$ cat src/rtl/rx_chain_mc.sv
// Multichannel receive chain: per-channel I/Q decimating accumulators feeding a frame serializer.
// Optional feature macro RX_MC_ROUND_EN: round half up before the scaling shift.
module rx_chain_mc #(
  parameter int NCH     = 2,
  parameter int WIDTH   = 16,
  parameter int CFGADDR = 0
) (
  input  logic                   clock,
  input  logic                   reset,
  input  logic                   enable,
  input  logic [6:0]             serial_addr,
  input  logic [31:0]            serial_data,
  input  logic                   serial_strobe,
  input  logic                   sample_strobe,
  input  logic [NCH*WIDTH-1:0]   i_in,
  input  logic [NCH*WIDTH-1:0]   q_in,
  output logic [WIDTH-1:0]       out_data,
  output logic                   out_valid,
  input  logic                   out_ready,
  output logic                   out_last,
  output logic [1:0]             out_chan,
  output logic [15:0]            overrun_count,
  output logic                   dbg_state
);

  localparam int AW = WIDTH + 8;
  localparam int RW = AW + 32;
  localparam int NW = 2 * NCH;
  localparam int IW = $clog2(NW);
  localparam logic signed [RW-1:0] MAXV = RW'((64'sd1 <<< (WIDTH - 1)) - 64'sd1);
  localparam logic signed [RW-1:0] MINV = -MAXV - RW'(1);

  // Output handshake: a word transfers on a rising edge where out_valid && out_ready;
  // out_data/out_last/out_chan stay stable while out_valid is high and out_ready is low.
  typedef enum logic {S_IDLE = 1'b0, S_SEND = 1'b1} state_t;

  state_t                  state_q, state_d;
  logic [7:0]              rate_q, rate_d;
  logic [4:0]              shift_q, shift_d;
  logic [7:0]              cnt_q, cnt_d;
  logic signed [AW-1:0]    ai_q [NCH];
  logic signed [AW-1:0]    ai_d [NCH];
  logic signed [AW-1:0]    aq_q [NCH];
  logic signed [AW-1:0]    aq_d [NCH];
  logic [WIDTH-1:0]        frame_q [NW];
  logic [WIDTH-1:0]        frame_d [NW];
  logic [IW-1:0]           idx_q, idx_d;
  logic [WIDTH-1:0]        out_data_q, out_data_d;
  logic                    out_valid_q, out_valid_d;
  logic                    out_last_q, out_last_d;
  logic [1:0]              out_chan_q, out_chan_d;
  logic [15:0]             ovr_q, ovr_d;

  logic                    cfg_wr, done, hs, accept;
  logic [7:0]              dec;
  logic [IW-1:0]           nxt;
  logic signed [AW-1:0]    sum_i [NCH];
  logic signed [AW-1:0]    sum_q [NCH];
  logic [WIDTH-1:0]        new_w [NW];

  function automatic logic [WIDTH-1:0] scale(input logic signed [AW-1:0] s,
                                             input logic [4:0] sh);
    logic signed [RW-1:0] t;
    logic signed [RW-1:0] r;
    t = {{(RW-AW){s[AW-1]}}, s};
`ifdef RX_MC_ROUND_EN
    if (sh != 5'd0) t = t + (RW'(1) << (sh - 5'd1));
`endif
    r = t >>> sh;
    if (r > MAXV)      scale = MAXV[WIDTH-1:0];
    else if (r < MINV) scale = MINV[WIDTH-1:0];
    else               scale = r[WIDTH-1:0];
  endfunction

  always_comb begin
    cfg_wr = serial_strobe && (serial_addr == 7'(CFGADDR));
    dec    = (rate_q == 8'd0) ? 8'd1 : rate_q;
    done   = enable && sample_strobe && !cfg_wr && ((cnt_q + 8'd1) == dec);
    for (int k = 0; k < NCH; k++) begin
      sum_i[k] = ai_q[k] + {{8{i_in[k*WIDTH+WIDTH-1]}}, i_in[k*WIDTH +: WIDTH]};
      sum_q[k] = aq_q[k] + {{8{q_in[k*WIDTH+WIDTH-1]}}, q_in[k*WIDTH +: WIDTH]};
      new_w[2*k]   = scale(sum_i[k], shift_q);
      new_w[2*k+1] = scale(sum_q[k], shift_q);
    end

    rate_d  = rate_q;
    shift_d = shift_q;
    cnt_d   = cnt_q;
    ai_d    = ai_q;
    aq_d    = aq_q;
    if (cfg_wr) begin
      rate_d  = serial_data[7:0];
      shift_d = serial_data[12:8];
    end
    // Config writes and a disabled chain both park the decimator at zero.
    if (cfg_wr || !enable || done) begin
      cnt_d = 8'd0;
      for (int k = 0; k < NCH; k++) begin
        ai_d[k] = '0;
        aq_d[k] = '0;
      end
    end else if (sample_strobe) begin
      cnt_d = cnt_q + 8'd1;
      ai_d  = sum_i;
      aq_d  = sum_q;
    end

    hs          = out_valid_q && out_ready;
    accept      = done && ((state_q == S_IDLE) || (hs && out_last_q));
    nxt         = idx_q + 1'b1;
    state_d     = state_q;
    frame_d     = frame_q;
    idx_d       = idx_q;
    out_data_d  = out_data_q;
    out_valid_d = out_valid_q;
    out_last_d  = out_last_q;
    out_chan_d  = out_chan_q;
    if (accept) begin
      state_d     = S_SEND;
      frame_d     = new_w;
      idx_d       = '0;
      out_data_d  = new_w[0];
      out_valid_d = 1'b1;
      out_last_d  = 1'b0;
      out_chan_d  = 2'd0;
    end else if (hs) begin
      if (out_last_q) begin
        state_d     = S_IDLE;
        out_valid_d = 1'b0;
        out_last_d  = 1'b0;
      end else begin
        idx_d      = nxt;
        out_data_d = frame_q[nxt];
        out_last_d = (nxt == IW'(NW - 1));
        out_chan_d = 2'(32'(nxt) >> 1);
      end
    end

    ovr_d = ovr_q;
    if (done && !accept && (ovr_q != 16'hFFFF)) ovr_d = ovr_q + 16'd1;
    if (cfg_wr && serial_data[31]) ovr_d = 16'd0;
  end

  always_ff @(posedge clock or negedge reset) begin
    if (!reset) begin
      state_q     <= S_IDLE;
      rate_q      <= 8'd4;
      shift_q     <= 5'd2;
      cnt_q       <= 8'd0;
      idx_q       <= '0;
      out_data_q  <= '0;
      out_valid_q <= 1'b0;
      out_last_q  <= 1'b0;
      out_chan_q  <= 2'd0;
      ovr_q       <= 16'd0;
      for (int k = 0; k < NCH; k++) begin
        ai_q[k] <= '0;
        aq_q[k] <= '0;
      end
      for (int w = 0; w < NW; w++) frame_q[w] <= '0;
    end else begin
      state_q     <= state_d;
      rate_q      <= rate_d;
      shift_q     <= shift_d;
      cnt_q       <= cnt_d;
      idx_q       <= idx_d;
      out_data_q  <= out_data_d;
      out_valid_q <= out_valid_d;
      out_last_q  <= out_last_d;
      out_chan_q  <= out_chan_d;
      ovr_q       <= ovr_d;
      ai_q        <= ai_d;
      aq_q        <= aq_d;
      frame_q     <= frame_d;
    end
  end

  assign out_data      = out_data_q;
  assign out_valid     = out_valid_q;
  assign out_last      = out_last_q;
  assign out_chan      = out_chan_q;
  assign overrun_count = ovr_q;
  assign dbg_state     = (state_q == S_SEND);

endmodule

$ cat config.mk
export PLATFORM = sky130hd
export DESIGN_NAME = rx_chain_mc
export DESIGN_NICKNAME = d
export VERILOG_FILES = /design/src/rtl/rx_chain_mc.sv
export SDC_FILE = /design/constraint.sdc
export NUM_CORES = 1
export LEC_CHECK = 0
export ABC_AREA = 1
export CELL_PAD_IN_SITES_DETAIL_PLACEMENT = 0
export CELL_PAD_IN_SITES_GLOBAL_PLACEMENT = 2
export CORE_ASPECT_RATIO = 1.1
export CORE_MARGIN = 3
export CORE_UTILIZATION = 36
export CTS_CLUSTER_SIZE = 25
export DETAILED_ROUTE_END_ITERATION = 8
export PLACE_DENSITY_LB_ADDON = 0.1
export SYNTH_ARGS = -nofsm -noshare
export SYNTH_HDL_FRONTEND = slang
export SYNTH_SLANG_ARGS = --single-unit
$ cat constraint.sdc
create_clock -name clock -period 4.8 [get_ports clock]
set_input_delay 0.72 -clock clock [delete_from_list [all_inputs] [get_ports clock]]
set_output_delay 0.72 -clock clock [all_outputs]
set_load 0.02 [all_outputs]
==> summary.md <==
| Metric | Value |
|---|---|
| Status | finished clean |
| Final hold vios | 0 |
| Syn Nets | 3585 |
| Slew Viols, Final | 0 |
| Filler Cell Count | 6341 |
| Mapped Area | about 21000 um2 |
| Detailed Place HPWL | ~61000 um |
| Sequential Area | 5440 um2 |
| Total core area | roughly 58000 um2 |
| Placer Congestion | slightly above 0.9 |
| Cell Rows | 92 |
| CTS tree | built |
| Reg2Reg Depth | 18 |
| Vias | approximately 22000 |
| CTS clock-pin slew for the worst setup and hold paths | 0.06 ns |
| Post-Route WL | 78900 um |
| Setup TNS | 0 ns |
| Syn. warnings | 0 |
| Clock sinks | around 220 |
| Logic gate share of total power | roughly half |
| Hold_buf cts | 0 |
| Fin crit share | 81.0% |
| Largest net degree at the start of global routing | 95 |
| IO buf count | roughly 130 |
| Final setup vio count | 0 |
| Worst Hold Class | in2async |
| CP endpoint kind | flop |
| Gr ovfl total | 0 |
| # DRC | 0 |
| H-tree depth | 1 |
| Clk_lat worst skew | 0.60 ns |
| Leading post-synthesis cells by cell area | dfrtp_1, nand2_1, nand3_1, inv_1, ha_1 |
| Netlist cell types | 60 |
| Starting Density | 36.5% |
| Switch Pwr | 3.89 mW |
| Area added between synthesis and finish | 13.9% |
| Mapped Cells | 3377 |
| Top cell type's share of synthesized area | between 20 and 30% |
| Max VDD drop | 0.290 mV |
| Nets@finish | 3640 |
| Lkg Pwr | 12.0 nW |
| Post-CTS sizing | 0 |
| Power density cells | 353 nW/um2 |
| # diodes | 0 |
| First-pass GRT wire length | between 100000 and 150000 um |
| TritonCTS Buffers | 28 |
| 1st-pass router iterations | 5 |
| Post-synth EDFFs | 0 |
| CP arrival | roughly 4.4 ns |
| Seq cells post-synth | 217 |
| Sequential group share of total power | about a quarter |
| Critical Path Source | i_in[15] |
| F_max | 257 MHz |
| Top Ports | around 150 |
| Async S/R FF share, synth | 100% |
| Vias in the first global route | 22267 |
| Post-synth top cells | nand2_1, nand3_1, inv_1 |
| Clock network power share | about a quarter |
| Post-route ant nets | 0 |
| Root Driver | clkbuf_16 |
| Setup Buffers After CTS | 0 |
| Count leader, synth | nand2_1 |
| Sw frac | 46.1% |
| Register area share after synthesis | 25.9% |
| Reg2reg end | frame_q[61] |
| Slew HR | 33.8% |
| CP Max Fanout | 15 |
| Worst-Margin Slew | 0.994 ns |
| Die H | around 260 um |
| Hold_ws | between 0.1 and 0.15 ns |
| Top cell type by total area after synthesis | dfrtp_1 |
| Crit path kind | in2reg |
| Die extent in x | 236 um |
| Initial DRC Count | 1618 |
| Worst r2r src | ai_q[24] |
| Area of the multi-input gates | approximately 14000 um2 |
| Post-Route Skew | 0.0203 ns |
| Internal power | 4.55 mW |
| Die ar. | 61300 um2 |
| Clock Tree Buf Depth | 3 |
| Minimum clock period | 3.89 ns |
| Critical Path Start Type | primary input |
| Share of cells above drive strength 1 | ~7.4% |
| Initial antenna violation count | 0 |
| Max-cap violation count | 0 |
| Wire length per cell | 18.8 um |
| Critical Path RT | about 5.3 ns |
| Vias per cell | 5.34 |
| Flop2flop setup slack | ~1.1 ns |
| RSZ-0062 raised after global routing | false |
| Overall Global Routing Usage | 25.3% |
| Mean post-synth cell area | 6.22 um2 |
| Ys flop type | dfrtp_1 |
[cell families after synthesis]
| logic type | count (synthesis) | synth area share (%) |
|---|---|---|
| adders and majority gates | 99 | 6.04 |
| AOI/OAI and AO/OA | 546 | 14.7 |
| and+or+nand+nor | 1950 | 40.9 |
| DFF | 217 | 25.9 |
| buffers and inverters | 490 | 9.33 |
| muxes | 7 | 0.334 |
| other | 1 | 0.0179 |
| xor gates and xnor gates | 67 | 2.79 |
[sequential cells by signal, summed over array words and instances (netlist names)]
register,cells
frame_q,64
ai_q,48
aq_q,48
out_data,16
overrun_count,16
cnt_q,8
rate_q,8
shift_q,5
idx_q,1
out_chan,1
out_last,1
out_valid,1
[metal layers]
metal	global-route usage [%]	wire (um)	vias to the layer above
li1	-	-	11304
met1	31.6	34100	10568
met2	46.4	39900	457
met3	1.81	2340	124
met4	7.54	2480	0
met5	0	0	-
[worst max-delay path by stage]
| stage | cells after the start | endpoint | slack, ns |
|---|---|---|---|
| after floorplan | 19 | frame_q[10] | 1.58 |
| after global placement | 22 | out_data[9] | 0.32 |
| after detailed placement | 22 | out_data[9] | 0.34 |
| after CTS | 22 | out_data[9] | 0.94 |
| after global routing | 22 | out_data[9] | 0.50 |
| final | 22 | out_data[9] | 0.91 |
[placed cells by master, fill, tap and decap left out, drive strengths merged, types with 3 or more instances in the layout]
cell type,n
ha,95
o21bai,6
nand4,51
clkinvlp,5
a31o,6
xor2,49
dfrtp,215
clkbuf,35
clkinv,14
o211ai,37
o22ai,14
buf,45
nand3b,8
nor2,207
inv,339
o21ai,240
o21a,3
a31oi,10
nor4,8
o221ai,6
nand3,524
and2,7
a21boi,3
bufinv,3
a32oi,6
mux2i,7
nand2,1076
nor3,32
a21oi,206
or2,36
fa,4
clkdlybuf4s50,125
xnor2,18
[critical path, cell delays in order]
cell and delay [ns]:
clkdlybuf4s50_1 0.67, ha_1 0.54, nand2_1 0.14, nor2_1 0.19, nand2_1 0.10, nor2_1 0.10, nand2_1 0.10, nand4_1 0.17
nand3_1 0.12, nand3_1 0.16, nand2_1 0.07, nand2_1 0.08, nand3_1 0.17, nand2_1 0.11, nand3_1 0.08, nor2_1 0.09
nand2_1 0.07, nand2_2 0.23, nand3_1 0.16, nand3_1 0.20, nand2_1 0.07, inv_1 0.05
[power by group through the flow]
| stage | Clock [mW] | Combinational, mW | Sequential [mW] |
|---|---|---|---|
| global placement | 0 | 4.11 | 2.12 |
| detailed placement | 0 | 4.11 | 2.12 |
| floorplan | 0 | 2.91 | 2.08 |
| finish | 2.23 | 4.11 | 2.09 |
| CTS | 2.31 | 4.13 | 2.09 |
| global route | 2.38 | 4.66 | 2.11 |
[metrics by stage]
step           setup slack, ns  total power, mW  util (%)  cells  area, um2
4_1_cts                  0.943             8.53      41.5   4205      23900
3_3_place_gp             0.322             6.23      39.9   4154      22900
2_1_floorplan             1.58             4.99         -   3377      21000
5_1_grt                  0.504             9.14      41.5   4205      23900
3_5_place_dp             0.337             6.23      39.9   4154      22900
6_report                 0.912             8.44      41.5   4205      23900
[cell type report]
class / instances / share of cell area [%]
clock inverter: 16 / 0.822
clock buffer: 35 / 3.25
tap: 752 / 3.94
timing repair buffer: 170 / 6.83
multi-input combinational: 2670 / 57.0
sequential: 217 / 22.7
inverter: 345 / 5.46
Power figures use the tool's default switching activity.
